### config.mk
export PLATFORM = sky130hd
export DESIGN_NAME = mmio_write_bridge
export DESIGN_NICKNAME = d
export VERILOG_FILES = /design/src/rtl/mmio_pkg.sv /design/src/rtl/mmio_write_bridge_decode.sv /design/src/rtl/mmio_write_bridge.sv
export SDC_FILE = /design/constraint.sdc
export NUM_CORES = 1
export LEC_CHECK = 0
export ABC_CLOCK_PERIOD_IN_PS = 3000
export BUFFER_PORTS_ARGS = -buffer_cell sky130_fd_sc_hd__buf_2
export CAP_MARGIN = 20
export CORE_AREA = 2 2 161 163
export CTS_BUF_LIST = sky130_fd_sc_hd__clkbuf_4
export CTS_CLUSTER_SIZE = 40
export DETAILED_ROUTE_END_ITERATION = 6
export DIE_AREA = 0 0 163 165
export SKIP_LAST_GASP = 1
export SYNTH_ARGS = -nofsm -noshare
export SYNTH_HDL_FRONTEND = slang
export SYNTH_HIERARCHICAL = 1
export SYNTH_SLANG_ARGS = --single-unit
### constraint.sdc
create_clock -name clk -period 3 [get_ports clk]
set_clock_uncertainty 0.05 [all_clocks]
set_input_delay 0.75 -clock clk [delete_from_list [all_inputs] [get_ports clk]]
set_output_delay 0.75 -clock clk [all_outputs]
set_load 0.01 [all_outputs]
### src/rtl/mmio_pkg.sv
// rtl/mmio_pkg.sv - shared types and constants for the MMIO write bridge
package mmio_pkg;

    typedef enum logic {
        IDLE = 1'b0,
        BUSY = 1'b1
    } state_t;

    typedef enum logic [1:0] {
        ERR_NONE     = 2'b00,
        ERR_UNMAPPED = 2'b01,
        ERR_TIMEOUT  = 2'b10
    } err_t;

    localparam logic [11:0] PERIPH_BASE_DEFAULT = 12'h800;

    function automatic int idx_width(input int n);
        return (n > 1) ? $clog2(n) : 1;
    endfunction

endpackage

### src/rtl/mmio_write_bridge_decode.sv
// rtl/mmio_write_bridge_decode.sv - address decode into DMEM / peripheral channel index
module mmio_decode
    import mmio_pkg::*;
#(
    parameter int          ADDR_W      = 32,
    parameter int          NCH         = 8,
    parameter logic [11:0] PERIPH_BASE = PERIPH_BASE_DEFAULT,
    parameter int          IDX_W       = idx_width(NCH)
) (
    input  logic [ADDR_W-1:0] addr,
    output logic              is_periph,
    output logic              hit,
    output logic [IDX_W-1:0]  index
);

    logic [11:0] offset;
    logic [9:0]  slot;
    logic        unused_bits;

    // Addresses below PERIPH_BASE wrap to a huge slot and therefore miss.
    always_comb begin
        offset    = addr[11:0] - PERIPH_BASE;
        slot      = offset[11:2];
        is_periph = addr[11];
        hit       = is_periph && (addr[1:0] == 2'b00) && ({22'd0, slot} < 32'(NCH));
        index     = slot[IDX_W-1:0];
    end

    assign unused_bits = ^{addr[ADDR_W-1:12], offset[1:0], slot};

endmodule

### src/rtl/mmio_write_bridge.sv
// rtl/mmio_write_bridge.sv - MEM-stage store bridge to NCH peripherals; MMIO_POSTED_WRITE_EN selects posted stores
module mmio_write_bridge
    import mmio_pkg::*;
#(
    parameter int          ADDR_W      = 32,
    parameter int          DATA_W      = 32,
    parameter int          NCH         = 8,
    parameter logic [11:0] PERIPH_BASE = PERIPH_BASE_DEFAULT,
    parameter int          TIMEOUT     = 255
) (
    input  logic                  clk,
    input  logic                  rst,
    input  logic [ADDR_W-1:0]     addr,
    input  logic                  we,
    input  logic                  re,
    input  logic [DATA_W-1:0]     wdata,
    output logic                  dmem_we,
    output logic                  stall,
    output logic [NCH-1:0]        ch_we,
    output logic [DATA_W-1:0]     ch_wdata,
    input  logic [NCH-1:0]        ch_ready,
    input  logic [NCH*DATA_W-1:0] ch_rdata,
    output logic [DATA_W-1:0]     rdata,
    input  logic                  err_clr,
    output logic [1:0]            err
);

    localparam int IDX_W = idx_width(NCH);
    localparam int CNT_W = $clog2(TIMEOUT + 1);

    logic             is_periph;
    logic             hit;
    logic [IDX_W-1:0] index;

    mmio_decode #(
        .ADDR_W      (ADDR_W),
        .NCH         (NCH),
        .PERIPH_BASE (PERIPH_BASE),
        .IDX_W       (IDX_W)
    ) u_decode (
        .addr      (addr),
        .is_periph (is_periph),
        .hit       (hit),
        .index     (index)
    );

    state_t           state;
    logic [CNT_W-1:0] cnt;
    logic [IDX_W-1:0] sel;
    err_t             err_r;

    logic             handshake;
    logic             tmo_abort;
    logic             done;
    logic             accept;
    logic             unmapped;
    logic             stall_raw;
    err_t             new_err;
    logic [NCH-1:0]   onehot;

    always_comb begin
        handshake = (state == BUSY) && ch_ready[sel] && ch_we[sel];
        tmo_abort = (state == BUSY) && !ch_ready[sel] && (cnt == CNT_W'(TIMEOUT - 1));
        done      = handshake || tmo_abort;
        accept    = (state == IDLE) && we && hit;
        unmapped  = we && is_periph && !hit;
`ifdef MMIO_POSTED_WRITE_EN
        // Only a second peripheral access has to wait for the buffer to drain.
        stall_raw = (state == BUSY) && (we || re) && hit;
`else
        // The store itself holds the pipeline until it is acknowledged or aborted.
        stall_raw = (state == IDLE) ? (we && hit) : !done;
`endif
        stall     = !rst && stall_raw;
        dmem_we   = we && !addr[11];
        rdata     = (re && hit) ? ch_rdata[index*DATA_W +: DATA_W] : '0;
        err       = err_r;
    end

    always_comb begin
        new_err = ERR_NONE;
        if (tmo_abort) begin
            new_err = ERR_TIMEOUT;
        end else if (unmapped) begin
            new_err = ERR_UNMAPPED;
        end
    end

    always_comb begin
        onehot        = '0;
        onehot[index] = 1'b1;
    end

    always_ff @(posedge clk) begin
        if (rst) begin
            state    <= IDLE;
            cnt      <= '0;
            sel      <= '0;
            ch_we    <= '0;
            ch_wdata <= '0;
            err_r    <= ERR_NONE;
        end else begin
            case (state)
                IDLE: begin
                    if (accept) begin
                        state    <= BUSY;
                        sel      <= index;
                        ch_we    <= onehot;
                        ch_wdata <= wdata;
                        cnt      <= '0;
                    end
                end
                BUSY: begin
                    if (done) begin
                        state <= IDLE;
                        ch_we <= '0;
                        cnt   <= '0;
                    end else begin
                        cnt <= cnt + 1'b1;
                    end
                end
                default: begin
                    state <= IDLE;
                    ch_we <= '0;
                    cnt   <= '0;
                end
            endcase

            // A fresh error beats a simultaneous clear.
            if (new_err != ERR_NONE) begin
                err_r <= new_err;
            end else if (err_clr) begin
                err_r <= ERR_NONE;
            end
        end
    end

endmodule

Word-level counts from Yosys, hierarchy flattened
Index checks and enable logic that the tools add are counted.
{ "word_totals": {"regBits": 54, "latchBits": 0, "ram_bits": 0, "romBits": 0, "in_bits": 333, "out_inout_bits": 76, "mem_count": 0} }
{ "classes": {"n_addsub": 2, "n_mul": 0, "div_mod_pow": 0, "n_lt_le_gt_ge": 4, "n_eq_ne": 3, "shifts": 1, "mux": 21, "bitwise_logic": 1, "n_reduce_logical": 26} }
{ "op_table": {"columns": ["cell", "count"], "rows": [
  ["$shiftx A256 B9 Y32", 1],
  ["$mux W32", 1],
  ["$mux W8", 4],
  ["$pmux W8 S2", 2],
  ["$logic_and A1 B1 Y1", 15],
  ["$sub A12 B12 Y12 const B", 1],
  ["$lt A10 B4 Y1 const B", 1],
  ["$add A8 B1 Y8 const B", 1],
  ["$eq A8 B8 Y1 const B", 1],
  ["$lt A3 B4 Y1 const B", 2],
  ["$mux W1", 7],
  ["$bmux W1 S3", 2],
  ["$mux W2", 3],
  ["$logic_not A1 Y1", 5],
  ["$reduce_and A2 Y1", 2],
  ["$reduce_bool A2 Y1", 2],
  ["$demux W1 S3", 1],
  ["$ge A3 B1 Y1 const B", 1],
  ["$logic_not A2 Y1", 1],
  ["$ne A2 B1 Y1 const B", 1],
  ["$ne A2 B2 Y1 const B", 1],
  ["$pmux W1 S2", 1],
  ["$logic_or A1 B1 Y1", 1],
  ["$not A1 Y1", 1]
]} }

Depth between registers and ports, before layout
{ "logic_depth": {"ltp_word": 9, "mapped_depth": 9, "mapped_depth_nobuf": 6} }

Hierarchy
Netlist, hierarchy kept.
{ "modules_own_cells": {"columns": ["mod", "instances", "cells_per_inst", "area_each_um2"], "rows": [
  ["mmio_write_bridge", 1, 582, 4478.0],
  ["mmio_decode", 1, 7, 51.3]
]} }

Least setup slack after synthesis
No wires, ideal clock.
{ "synth_timing": {"kind": "input-to-output", "start": "input port addr[4]", "end": "output port rdata[2]", "arrival_ns": 2.377, "required_ns": 2.200, "path_slack_ns": -0.177, "path_stages": 9, "n_path_buf": 4, "path_cell_list": "buf_4 clkbuf_1 buf_1 buf_2 mux2i_1 nor2_1 a21oi_1 nor2_1 o21a_1"} }
{ "synth_between": {"elab_chain_cells": 5, "word_cells_on_any_way": 6, "cone_classes": "add/sub: 1; order compare: 1; shift: 1; mux: 1; reduce/logical: 2"} }
{ "synth_lines": {"columns": ["element", "line", "source"], "rows": [
  ["from (decl)", "mmio_write_bridge.sv:13", "input logic [ADDR_W-1:0] addr,"],
  ["$sub A12 B12 Y12 *", "mmio_write_bridge_decode.sv:22", "offset = addr[11:0] - PERIPH_BASE;"],
  ["branches (longest 3 deep; another with $shiftx A256 B9 Y32)", null, null],
  ["$mux W32 *", "mmio_write_bridge.sv:76", "rdata = (re && hit) ? ch_rdata[index*DATA_W +: DATA_W] : '0;"],
  ["to (decl)", "mmio_write_bridge.sv:23", "output logic [DATA_W-1:0] rdata,"]
]} }
Every way passes the cells marked *.

Worst setup path in the final report
{ "layout_timing": {"start": "register sel[0]", "end": "output port stall"} }
{ "layout_between": {"elab_chain_cells": 9, "word_cells_on_any_way": 13, "cone_classes": "mux: 5; reduce/logical: 8"} }
{ "layout_lines": {"columns": ["element", "line", "source"], "rows": [
  ["from (decl)", "mmio_write_bridge.sv:49", "logic [IDX_W-1:0] sel;"],
  ["from (signal assigned)", "mmio_write_bridge.sv:107", "sel <= index;"],
  ["$bmux W1 S3", "mmio_write_bridge.sv:62, mmio_write_bridge.sv:63", null],
  ["$mux W1 (not written as such)", "mmio_write_bridge.sv:62, mmio_write_bridge.sv:63", null],
  ["$logic_not A1 Y1", "mmio_write_bridge.sv:63", "tmo_abort = (state == BUSY) && !ch_ready[sel] && (cnt == CNT_W'(TIMEOUT - 1));"],
  ["$logic_and A1 B1 Y1 (2 in a row)", "mmio_write_bridge.sv:63", null],
  ["$logic_or A1 B1 Y1 *", "mmio_write_bridge.sv:64", "done = handshake || tmo_abort;"],
  ["$logic_not A1 Y1 *", "mmio_write_bridge.sv:72", "stall_raw = (state == IDLE) ? (we && hit) : !done;"],
  ["$mux W1 *", "mmio_write_bridge.sv:72", null],
  ["$logic_and A1 B1 Y1 *", "mmio_write_bridge.sv:74", "stall = !rst && stall_raw;"],
  ["to (decl)", "mmio_write_bridge.sv:18", "output logic stall,"]
]} }
Mark *: on every way between the ends. The rest lies on a longest branch, timed or not. The select of a mux whose other input is x is not followed.

==> results by group <==
Critical path
  • Worst Setup SP: sel[0]
  • Crit end category: output port
  • Flop2flop setup slack: 0.71 ns
  • Worst R2R Start: sel[0]
  • Setup CP Type: reg -> out
  • Crit path buffers/inverters: 3
  • Critical-path top delay cell: a2111o_1
  • Worst path top cell family by delay: compound AO/OA/AOI/OAI gates
  • Crit path cell chain: buf_12 > mux2i_4 > buf_4 > a22oi_2 > a2111o_1 > a21oi_2 > nor2_1 > buf_2
  • Worst Setup EP: stall
  • Critical Path Stages: 8
  • R2R depth: 8
  • Required @ worst endpoint: approximately 2.2 ns
  • Crit path DAT: 2.21 ns
  • Crit-path max cell delay: 0.41 ns
  • Critical R2R Capture: ch_we[5]
  • Worst-path maximum fanout: 5
  • Worst setup SP type: register

Synth
  • Post-Syn Area per Cell: 7.69 µm²
  • Distinct cells, synth: 42
  • Syn Inst Count: around 590
  • Yosys Warn Count: 6
  • Seq cells post-synth: between 50 and 60
  • Cell area after synthesis: 4530 µm²
  • Sequential area share after synthesis: 23.9%
  • Async SR Flop Fraction: 0%
  • Top FF cell, synth: dfxtp_1
  • Net Count, Synth: roughly 920
  • Post-synth EDFFs: 0

Layout
  • Layout cells sized above 1: 52.7%
  • Fin area: about 7500 µm²
  • Most common cell after layout, fill and taps aside: buf_2
  • NumNets Final: around 1300
  • Area growth syn-to-layout: 64.5%
  • Layout Utilization: between 20% and 30%
  • Most frequent cells in the layout: 386 x buf_2, 88 x nand2_1, 74 x nor2_1
  • Layout fillers: between 2000 and 3000

CTS
  • CTS tree: yes
  • Bufs on Longest Clock Path: 2
  • H-tree depth: 2
  • Clk slew on worst S/H paths: 0.17 ns
  • Clk_lat worst skew: 0.39 ns
  • CTS Buf Count: 5
  • Root Driver: clkbuf_4
  • Cts hold-fix bufs: 0
  • Clock Sinks: 54

Timing
  • Final Max Tran Viols: 0
  • Fmax: between 300 and 400 MHz
  • Crit share post-route: 100%
  • Final WS setup: -0.00546 ns
  • Fin. Hold Viols: 0
  • RSZ-0062 raised after global routing: true
  • Final setup vio count: 1
  • Relative slew slack: 69.9%
  • Least-Margin Pin Slew: 0.450 ns
  • Crit path time final: 3.01 ns
  • Hold Slack: 0.412 ns

Pwr
  • Tot Pwr: ~1.8 mW
  • Pwr dens: about 240 nW/µm²
  • VDD IR max: 333 µV
  • LEAKAGE: 3.54 nW

Routing
  • Drt wl/cell: ~18 µm
  • DR DRC count: 0
  • Total wire length: approximately 23 mm
  • Via count: 6053
  • 1st-iter DRT viols: 352
  • Via-to-Cell Ratio: 4.58
  • DR pass1 iterations: 5
  • Routed Antenna Nets: 0

Placement
  • PortBufs: 388
  • DP HPWL: 19.7 mm
  • Placed cell areas: between 7000 and 8000 µm²
  • Gpl congestion: 0.860

Global route
  • Total grt overflow: 0
  • GRT Total Usage: 16.0%
  • Vias in the first global route: 5592
  • Initial antenna violation count: 10
  • Largest net degree at the start of global routing: 42
  • Global-route wire length before repair: between 30 and 40 mm

Status
  • Failing checks: setup timing
  • Status: complete, but fails checks

Run
  • Number of max-cap violations: 0

Floorplanning
  • Die area: 26900 µm²
  • Rows: just under 60
  • Initial Util: 18.1%
  • Die Ht: 165 µm
  • Width of the die: 163 µm
  • Ports: 409
  • Core Area: roughly 25000 µm²

Min path
  • Hold crit path type: reg -> reg
==> synth_stat cells (3+ instances only) <==
cell type	instances	share of area (%)
nor2_1	75	6.2
dfxtp_1	54	24
o21a_1	15	2.5
buf_4	5	0.83
a2111o_1	4	0.99
nand3_1	5	0.55
o211ai_1	4	0.66
and2_1	4	0.55
a221oi_1	10	1.9
nand2b_1	4	0.55
and3_1	3	0.41
mux2i_1	56	12
a21oi_1	60	6.6
a22oi_1	30	5.0
o21ai_0	5	0.55
buf_1	12	0.99
nand2_1	88	7.3
nand4_1	10	1.4
o22ai_1	25	3.5
nor2b_1	7	0.97
a31oi_1	3	0.41
nor3_1	3	0.33
buf_2	4	0.44
mux4_2	11	5.5
mux2_2	31	7.7
clkbuf_1	37	3.1
==> through the flow <==
step / TNS [ns] / std cells / worst slack (ns)
after floorplan: 0 / 589 / 0.0112
after global placement: -0.249 / 1304 / -0.116
after detailed placement: -0.368 / 1304 / -0.161
after CTS: -0.0376 / 1314 / -0.0239
after global routing: -0.213 / 1319 / -0.124
final: -0.00546 / 1321 / -0.00546
==> worst register-to-register path, delay by kind of cell (launching register included) <==
family	cells	cell delay [ns]
AO/OA/AOI/OAI	3	0.82
buffers and inverters	3	0.49
flip-flops	1	0.40
multiplexers	1	0.23
AND/OR/NAND/NOR	1	0.20
==> kinds of logic after synthesis <==
| family | after synthesis | share of synthesized area [%] |
|---|---|---|
| AND/OR/NAND/NOR | 206 | 19.5 |
| AO/OA/AOI/OAI | 166 | 24.4 |
| multiplexers | 98 | 25.6 |
| buffers and inverters | 60 | 5.50 |
| flip-flops | 54 | 23.9 |
| XOR/XNOR | 3 | 0.580 |
| adder cells (fa/ha/maj) | 2 | 0.552 |
==> sequential cells by signal (all words and copies together) (netlist names) <==
name      flops
ch_we         8
state         1
ch_wdata     32
err           2
cnt           8
sel           3
==> final cells by class <==
class / count / area [µm²] / area share, %
clock buffers: 5 / 37.5 / 0.504
well taps: 330 / 413 / 5.54
multi-input cells: 475 / 3300 / 44.2
diodes: 4 / 10.0 / 0.134
clock inverters: 3 / 42.5 / 0.571
flip-flops and latches: 54 / 1080 / 14.6
repair buffers: 448 / 2560 / 34.4
inverters: 2 / 7.51 / 0.101
==> how the worst min path moves through the flow <==
stage,from,endpoint,slack [ns],cells past startpoint
after floorplan,cnt[7],cnt[7],0.41,2
after global placement,ch_wdata[29],ch_wdata[29],0.39,2
after detailed placement,ch_wdata[27],ch_wdata[27],0.39,2
after CTS,ch_wdata[27],ch_wdata[27],0.41,2
after global routing,ch_wdata[23],ch_wdata[23],0.43,2
final,ch_wdata[21],ch_wdata[21],0.41,2
==> power breakdown <==
group	total, mW	switching (mW)	internal (mW)
registers	0.719	0.000674	0.718
logic	0.637	0.287	0.350
clock network	0.418	0.242	0.176
total	1.77	0.530	1.24
==> metal layers <==
layer / wire (µm) / global-route usage, %
met2: 12000 / 29.6
met5: 33 / 0
met3: 1710 / 3.21
met4: 336 / 3.30
met1: 9250 / 19.1
==> timing repair <==
action,4_1_cts,5_1_grt
gates resized for setup,14,18
setup endpoints to repair,7,25
cloned,0,1
setup buffers,2,2
pin swaps,2,3
(Power assumes the default switching activity.)
